<file path="src/rtl/channel_ingress_fifo_pkg.sv">
// -----------------------------------------------------------------------------
// channel_ingress_fifo_pkg
// Shared message-format definitions for the channel ingress FIFO and the router
// it feeds. A message carries its destination in the top HDR_DEST_WIDTH bits;
// an all-ones destination means broadcast.
// -----------------------------------------------------------------------------
package channel_ingress_fifo_pkg;

  localparam int MSG_WIDTH      = 64;
  localparam int HDR_DEST_WIDTH = 8;
  localparam int DEST_LSB       = MSG_WIDTH - HDR_DEST_WIDTH;

  typedef logic [MSG_WIDTH-1:0]      msg_t;
  typedef logic [HDR_DEST_WIDTH-1:0] dest_t;

  localparam dest_t BCAST_DEST = '1;

  function automatic dest_t get_dest(input msg_t msg);
    return msg[DEST_LSB +: HDR_DEST_WIDTH];
  endfunction

endpackage

</file>
<file path="src/rtl/channel_ingress_fifo_if.sv">
// -----------------------------------------------------------------------------
// channel_ingress_fifo_if
// Valid/ready message stream. The master drives data/valid and samples ready;
// the slave samples data/valid and drives ready.
//   data  : WIDTH-bit message
//   valid : message present
//   ready : receiver accepts this cycle
// -----------------------------------------------------------------------------
interface channel_ingress_fifo_if #(
  parameter int WIDTH = 64
) ();

  logic [WIDTH-1:0] data;
  logic             valid;
  logic             ready;

  modport master (output data, output valid, input ready);
  modport slave  (input data, input valid, output ready);

endinterface

</file>
<file path="src/rtl/channel_fifo_mem.sv">
// -----------------------------------------------------------------------------
// channel_fifo_mem
// DEPTH x WIDTH register array, one synchronous write port and one
// asynchronous read port (gives first-word-fall-through at the FIFO head).
//   clk     : write clock
//   wr_en   : write strobe
//   wr_addr : write index
//   wr_data : write data
//   rd_addr : read index
//   rd_data : combinational read data
// -----------------------------------------------------------------------------
module channel_fifo_mem #(
  parameter  int DEPTH = 8,
  parameter  int WIDTH = 64,
  localparam int AW    = $clog2(DEPTH)
) (
  input  logic             clk,
  input  logic             wr_en,
  input  logic [AW-1:0]    wr_addr,
  input  logic [WIDTH-1:0] wr_data,
  input  logic [AW-1:0]    rd_addr,
  output logic [WIDTH-1:0] rd_data
);

  logic [WIDTH-1:0] mem [DEPTH];

  // NOTE: storage has no reset; the occupancy count decides what is valid, so
  // clearing the array would only cost a reset net to every bit.
  always_ff @(posedge clk) begin
    if (wr_en) mem[wr_addr] <= wr_data;
  end

  assign rd_data = mem[rd_addr];

endmodule

</file>
<file path="src/rtl/channel_ingress_fifo.sv">
// -----------------------------------------------------------------------------
// channel_ingress_fifo
// Per-channel elastic buffer upstream of one router input port. Presents
// first-word-fall-through messages on a valid/ready stream.
//
// Optional build macro CHANNEL_INGRESS_DEST_CHECK_EN: messages whose
// destination is neither a legal port (0..NUM_CHANNELS-1) nor broadcast are
// accepted and silently discarded, reported via drop_pulse/drop_count.
// Without the macro every accepted message is stored and the drop outputs
// are tied to zero.
//
// Ports:
//   clk         : clock, all state on rising edge
//   reset       : asynchronous active-low reset
//   in_if       : upstream stream (slave)   - in_data/in_valid/in_ready
//   out_if      : router stream (master)    - out_data/out_valid/out_ready
//   count       : current occupancy
//   almost_full : count >= AFULL_THRESH
//   drop_pulse  : one-cycle pulse per discarded message
//   drop_count  : saturating count of discarded messages
// -----------------------------------------------------------------------------
module channel_ingress_fifo
  import channel_ingress_fifo_pkg::*;
#(
  parameter  int CHANNEL_WIDTH = MSG_WIDTH,
  parameter  int DEST_WIDTH    = HDR_DEST_WIDTH,
  parameter  int NUM_CHANNELS  = 2,
  parameter  int DEPTH         = 8,
  parameter  int AFULL_THRESH  = 6,
  localparam int AW            = $clog2(DEPTH),
  localparam int CW            = AW + 1
) (
  input  logic                   clk,
  input  logic                   reset,
  channel_ingress_fifo_if.slave  in_if,
  channel_ingress_fifo_if.master out_if,
  output logic [CW-1:0]          count,
  output logic                   almost_full,
  output logic                   drop_pulse,
  output logic [15:0]            drop_count
);

  localparam logic [CW-1:0] DEPTH_C = CW'(DEPTH);
  localparam logic [CW-1:0] AFULL_C = CW'(AFULL_THRESH);

  logic [AW-1:0] wr_ptr;
  logic [AW-1:0] rd_ptr;
  logic [CW-1:0] count_next;
  logic          in_ready_q;
  logic          push;
  logic          pop;
  logic          store;

  assign in_if.ready  = in_ready_q;
  assign out_if.valid = (count != '0);

  assign push = in_if.valid && in_ready_q;
  assign pop  = out_if.valid && out_if.ready;

`ifdef CHANNEL_INGRESS_DEST_CHECK_EN
  localparam logic [DEST_WIDTH-1:0] NUM_CH_C = DEST_WIDTH'(NUM_CHANNELS);

  logic [DEST_WIDTH-1:0] dest;
  logic                  unroutable;

  assign dest       = in_if.data[CHANNEL_WIDTH-1 -: DEST_WIDTH];
  assign unroutable = (dest >= NUM_CH_C) && (dest != {DEST_WIDTH{1'b1}});
  // Unroutable messages still complete the handshake so the source never
  // stalls on them; they just never reach storage.
  assign store      = push && !unroutable;

  always_ff @(posedge clk or negedge reset) begin
    if (!reset) begin
      drop_pulse <= 1'b0;
      drop_count <= '0;
    end else begin
      drop_pulse <= push && unroutable;
      if (push && unroutable && (drop_count != 16'hFFFF))
        drop_count <= drop_count + 16'd1;
    end
  end
`else
  assign store      = push;
  assign drop_pulse = 1'b0;
  assign drop_count = '0;
`endif

  // NOTE: every always_comb output gets a default first so no path leaves it
  // unassigned, which would otherwise infer a latch.
  always_comb begin
    count_next = count;
    if (store && !pop)      count_next = count + CW'(1);
    else if (!store && pop) count_next = count - CW'(1);
  end

  // NOTE: sequential state uses non-blocking assignments so every register
  // samples the pre-edge values regardless of statement order.
  always_ff @(posedge clk or negedge reset) begin
    if (!reset) begin
      wr_ptr      <= '0;
      rd_ptr      <= '0;
      count       <= '0;
      in_ready_q  <= 1'b0;
      almost_full <= 1'b0;
    end else begin
      if (store) wr_ptr <= wr_ptr + AW'(1);
      if (pop)   rd_ptr <= rd_ptr + AW'(1);
      count       <= count_next;
      // Registered from count_next: no combinational path from out_ready,
      // and a full FIFO only reopens the cycle after a pop.
      in_ready_q  <= (count_next < DEPTH_C);
      almost_full <= (count_next >= AFULL_C);
    end
  end

  channel_fifo_mem #(
    .DEPTH (DEPTH),
    .WIDTH (CHANNEL_WIDTH)
  ) u_mem (
    .clk     (clk),
    .wr_en   (store),
    .wr_addr (wr_ptr),
    .wr_data (in_if.data),
    .rd_addr (rd_ptr),
    .rd_data (out_if.data)
  );

endmodule

</file>
<file path="src/flat_wrapper.sv">
// flat-port wrapper written by rule: the top's interface ports become plain ports
module channel_ingress_fifo_flat import channel_ingress_fifo_pkg::*;
#(
  parameter  int CHANNEL_WIDTH = MSG_WIDTH,
  parameter  int DEST_WIDTH    = HDR_DEST_WIDTH,
  parameter  int NUM_CHANNELS  = 2,
  parameter  int DEPTH         = 8,
  parameter  int AFULL_THRESH  = 6,
  localparam int AW            = $clog2(DEPTH),
  localparam int CW            = AW + 1
)
  (clk, reset, count, almost_full, drop_pulse, drop_count, in_if_data, in_if_valid, in_if_ready, out_if_data, out_if_valid, out_if_ready);
  channel_ingress_fifo_if #(.WIDTH(MSG_WIDTH)) in_if_i ();
  channel_ingress_fifo_if #(.WIDTH(MSG_WIDTH)) out_if_i ();
  input  logic clk;
  input  logic reset;
  output logic [CW-1:0] count;
  output logic almost_full;
  output logic drop_pulse;
  output logic [15:0] drop_count;
  input wire logic [$bits(in_if_i.data)-1:0] in_if_data;
  input wire logic [$bits(in_if_i.valid)-1:0] in_if_valid;
  output wire logic [$bits(in_if_i.ready)-1:0] in_if_ready;
  output wire logic [$bits(out_if_i.data)-1:0] out_if_data;
  output wire logic [$bits(out_if_i.valid)-1:0] out_if_valid;
  input wire logic [$bits(out_if_i.ready)-1:0] out_if_ready;
  assign in_if_i.data = in_if_data;
  assign in_if_i.valid = in_if_valid;
  assign in_if_ready = in_if_i.ready;
  assign out_if_data = out_if_i.data;
  assign out_if_valid = out_if_i.valid;
  assign out_if_i.ready = out_if_ready;
  channel_ingress_fifo #(.CHANNEL_WIDTH(CHANNEL_WIDTH), .DEST_WIDTH(DEST_WIDTH), .NUM_CHANNELS(NUM_CHANNELS), .DEPTH(DEPTH), .AFULL_THRESH(AFULL_THRESH)) u_core (.clk(clk), .reset(reset), .in_if(in_if_i), .out_if(out_if_i), .count(count), .almost_full(almost_full), .drop_pulse(drop_pulse), .drop_count(drop_count));
endmodule
</file>
<file path="config.mk">
export PLATFORM = sky130hd
export DESIGN_NAME = channel_ingress_fifo_flat
export DESIGN_NICKNAME = d
export VERILOG_FILES = /design/src/rtl/channel_ingress_fifo_pkg.sv /design/src/rtl/channel_ingress_fifo_if.sv /design/src/rtl/channel_fifo_mem.sv /design/src/rtl/channel_ingress_fifo.sv /design/src/flat_wrapper.sv
export SDC_FILE = /design/constraint.sdc
export NUM_CORES = 1
export LEC_CHECK = 0
export ABC_AREA = 1
export CORE_ASPECT_RATIO = 1.25
export CORE_UTILIZATION = 43
export CTS_CLUSTER_SIZE = 40
export DETAILED_ROUTE_END_ITERATION = 8
export PLACE_DENSITY_LB_ADDON = 0.2
export SLEW_MARGIN = 25
export SYNTH_ARGS = -nofsm -noshare
export SYNTH_HDL_FRONTEND = slang
export SYNTH_SLANG_ARGS = --single-unit
export TNS_END_PERCENT = 100
</file>
<file path="constraint.sdc">
create_clock -name clk -period 8.81 [get_ports clk]
set_input_delay 2.2025 -clock clk [delete_from_list [all_inputs] [get_ports clk]]
set_output_delay 2.2025 -clock clk [all_outputs]
set_load 0.1 [all_outputs]
</file>
After elaboration in Yosys (flattened, before gate mapping)
Memory sizes are Yosys's and may differ from the RTL's.
Cells that the tools add are included.
- register bits: 12
- bits in writable memories: 512
- input port bits: 68
- word-level logic and storage cells: 23
- memories kept: 1
- $add $sub $neg: 4
- magnitude comparators: 2
- multiplexer cells: 4
- reductions and logical operators: 7
- memory list (name ; depth ; width ; read ports ; clocked after memory_dff ; write ports ; line ; source):
    u_core.u_mem.mem ; 8 ; 64 ; 1 ; 0 ; 1 ; channel_fifo_mem.sv:25 ; logic [WIDTH-1:0] mem [DEPTH];
- operators by type and width (cell ; count):
    $mux 4 ; 2
    $add 3x1->3 const B ; 2
    $add 4x1->4 const B ; 1
    $ge 4x3->1 const B ; 1
    $logic_and 1x1->1 ; 4
    $lt 4x4->1 const B ; 1
    $reduce_bool 4->1 ; 1
    $sub 4x1->4 const B ; 1
    $logic_not 1->1 ; 2
    $mux 1 ; 2

Depth between registers and ports, before layout
- word-level depth: 6
- mapped depth: 10
- depth with buffers taken out: 10

Modules after synthesis
Synthesis repeated with hierarchy kept, for this count alone.
- cell total of the unflattened synthesis: 2311
- area, all modules: 23122.2 sq um
- modules (own cells, without submodules) (module ; times used ; cells an instance ; area each (sq um) ; sequential area each (sq um)):
    channel_fifo_mem ; 1 ; 2230 ; 22376.5 ; 15374.7
    channel_ingress_fifo ; 1 ; 81 ; 745.7 ; 300.3

Worst setup path before layout
No wires, ideal clock.
- path kind: input to register
- from: input port in_if_valid
- to: memory u_core.u_mem.mem[0][0], enable pin
- setup time: 0.486 ns
- arrival: 5.392 ns
- setup slack: 2.932 ns
- stages on the path: 3
- path buffers: 0
- cells stage by stage: nand2_1 or2_2 nor2_1
- cells in the longest elaborated chain, start to end: 3
- ends and longest elaborated chain (element ; line ; source):
    start: declaration ; flat_wrapper.sv:22 ; input wire logic [$bits(in_if_i.valid)-1:0] in_if_valid;
    $logic_and 1x1->1 ; channel_ingress_fifo.sv:57 ; assign push = in_if.valid && in_ready_q;
    $mux 1 ; channel_fifo_mem.sv:30 ; if (wr_en) mem[wr_addr] <= wr_data;
    $mux 1 (not written as such) ; channel_fifo_mem.sv:30 ;
    end: declaration ; channel_fifo_mem.sv:25 ;
No other way between the ends.

Worst setup path in the final report
- from: register u_core.rd_ptr[0]
- to: output port out_if_data[2]
- cells in the longest elaborated chain, start to end: 1
- ends and longest elaborated chain (element ; line ; source):
    start: declaration ; channel_ingress_fifo.sv:47 ; logic [AW-1:0] rd_ptr;
    start signal: assignment ; channel_ingress_fifo.sv:107 ; if (pop) rd_ptr <= rd_ptr + AW'(1);
    $mem_v2 8x64 ; - ;
    end: declaration ; flat_wrapper.sv:24 ; output wire logic [$bits(out_if_i.data)-1:0] out_if_data;
No other way between the ends.

==> impl_metrics.tcl <==
set metrics [dict create \
    fp.dieH_um 246 \
    rsz0062_at_grt "no" \
    htreeDepth 2 \
    drc 0 \
    synth.top_cell.area_share 0.749 \
    highest_layer "met5" \
    skew_ns 0.0109 \
    syn_area_mm2 0.0205 \
    layout_commonest_cell "edfxtp_1" \
    yosysSeqAreaShare 0.763 \
    ioPinCount 156 \
    nNetsFinal 1605 \
    rr_worst_depth 4 \
    min_path_type "flip-flop to flip-flop" \
    timing.critical_path.from "u_core.rd_ptr[0]" \
    startpoint_type "flip-flop" \
    hold_buffers 0 \
    place_congestion 0.714 \
    period_minus_slack_ns 6.43 \
    yosys.area.top_type "edfxtp_1" \
    grt_pass1_wl_um 67000 \
    wl_um 44400 \
    path_class "flip-flop to output pin" \
    slew_headroom 0.316 \
    drv_slew 0 \
    core-area_mm2 0.0472 \
    finalSetupTns_ns 0 \
    wl_met2_um 22100 \
    root_buffer "clkbuf_16" \
    place_inst 2116 \
    wl_met1_um 19500 \
    clock_latency_ns 0.56 \
    critPathMaxFanout 55 \
    worstPathArrival_ns 4.22 \
    max_cap_violations 0 \
    grt_max_degree 135 \
    layout-drive-gt1-share 0.0663 \
    die-area_mm2 0.0487 \
    wire_per_inst_um 20.1 \
    yosys_warnings 0 \
    crit_path_end "out_if_data[2]" \
    dpl.hpwl_um 22800 \
    cts_buffer_depth 3 \
    die_w_um 197 \
    instances_no_fill 2207 \
    antenna_found_initial 3 \
    path_clk_slew_ns 0.06 \
    row_count 89 \
    most-common-layout-cells "edfxtp_1 (512), nand2_1 (219), clkdlybuf4s50_1 (138), nor2_1 (131)" \
    dr.first_iter.drc_count 662 \
    wl_met3_um 1920 \
    initial_core_util 0.435 \
    tightestPinTransition_ns 1.03 \
    reg2reg_to "u_core.u_mem.mem[6][27]" \
    synth_cell_types 25 \
    cts_setup_buffers 0 \
    vias 11600 \
    avgSynthCellArea_um2 14.6 \
    ys_top_cells_by_area "edfxtp_1 (75%), mux2i_1 (6.2%), nand2_1 (4.0%)" \
    cp.required_ns 6.61 \
    synth-seq-cells 524 \
    finalHoldViolCount 0 \
    whs_ns 0.545 \
    vias_per_cell 5.27 \
    fillerInstances 4005 \
    firstDrtPassIters 5 \
    port_buffers 138 \
    cts_buffers 51 \
    grt-ovfl-total 0 \
    clock_sink_count 524 \
    setup_violations 0 \
    grt.total_usage 0.183 \
    cts_tree "built" \
    cp-end-kind "output pin" \
    grt_pass1_vias 11500 \
    area_growth_pct 17.1 \
    min_period_over_period 0.730 \
    synthCells 1405 \
    status "finished, final reports clean" \
    r2r_start "u_core.in_if.ready" \
    reg2reg_setup_slack_ns 6.08 \
    cts-resized-gates 0 \
    timing.fmax_mhz 156 \
    antenna_left 0 \
]
-- metal layers --
metal | vias to the layer above | global-route usage
met1 | 5820 | 0.241
met2 | 256 | 0.312
met5 | - | 0
met3 | 70 | 0.0296
li1 | 5480 | -
met4 | 6 | 0.0488
-- worst max-delay path, cell delays in order, from the launching register on --
cell	delay, ns
dfrtp_4	0.73
inv_4	0.63
buf_4	0.61
nor2_1	0.09
o22ai_1	0.20
nand2_1	0.07
nand2_1	0.15
clkdlybuf4s50_1	1.15
-- worst min-delay path by stage --
stage	start	end	slack [ns]	cells past startpoint
6_report	u_core.wr_ptr[0]	u_core.wr_ptr[0]	0.54	2
3_3_place_gp	u_core.wr_ptr[0]	u_core.wr_ptr[0]	0.51	2
2_1_floorplan	u_core.wr_ptr[0]	u_core.wr_ptr[0]	0.49	2
5_1_grt	u_core.wr_ptr[0]	u_core.wr_ptr[0]	0.59	2
3_5_place_dp	u_core.wr_ptr[0]	u_core.wr_ptr[0]	0.53	2
4_1_cts	u_core.wr_ptr[0]	u_core.wr_ptr[0]	0.55	2
-- stage by stage --
step / utilization / worst slack, ns / cell area (µm²)
finish: 0.509 / 2.38 / 24000
global route: 0.509 / 2.13 / 24000
CTS: 0.509 / 2.27 / 24000
detailed placement: 0.477 / 2.89 / 22500
global placement: 0.475 / 2.89 / 22400
floorplan: - / 2.93 / 20600
-- cell usage after synthesis, drive strengths merged --
cell type	number
edfxtp	512
nand2	219
nor2	139
o21ai	129
mux2i	128
o22ai	128
clkbuf	51
buf	50
inv	13
dfrtp	12
nand3	8
ha	4
xor2	4
nand4	3
and2	1
conb	1
mux2	1
or2	1
xnor2	1
-- state kept, by name (all words and copies together), names as in the netlist --
name                flops
u_core.u_mem.mem      512
u_core.in_if.ready      1
u_core.wr_ptr           3
u_core.almost_full      1
u_core.count            4
u_core.rd_ptr           3
-- layout make-up --
class / instances / area (µm²) / area share
multi-input combinational: 783 / 4370 / 0.182
inverter: 13 / 51.3 / 0.00213
clock inverter: 23 / 171 / 0.00713
antenna: 1 / 2.50 / 0.000104
tap: 637 / 797 / 0.0331
clock buffer: 66 / 1330 / 0.0554
sequential: 524 / 15700 / 0.652
timing repair buffer: 160 / 1640 / 0.0680
-- cells by family after synthesis --
| kind of cell | after synthesis | share of synthesized area |
|---|---|---|
| flops | 524 | 0.763 |
| simple gates | 371 | 0.0689 |
| compound gates | 257 | 0.0704 |
| mux | 129 | 0.0629 |
| buf+inv | 114 | 0.0298 |
| xor+xnor | 5 | 0.00213 |
| fa+ha+maj | 4 | 0.00244 |
| other cells | 1 | 0.000183 |
Power is left out: the tool's default activity adds up to more than one toggle a clock period on the data nets, which glitch-free logic cannot reach.
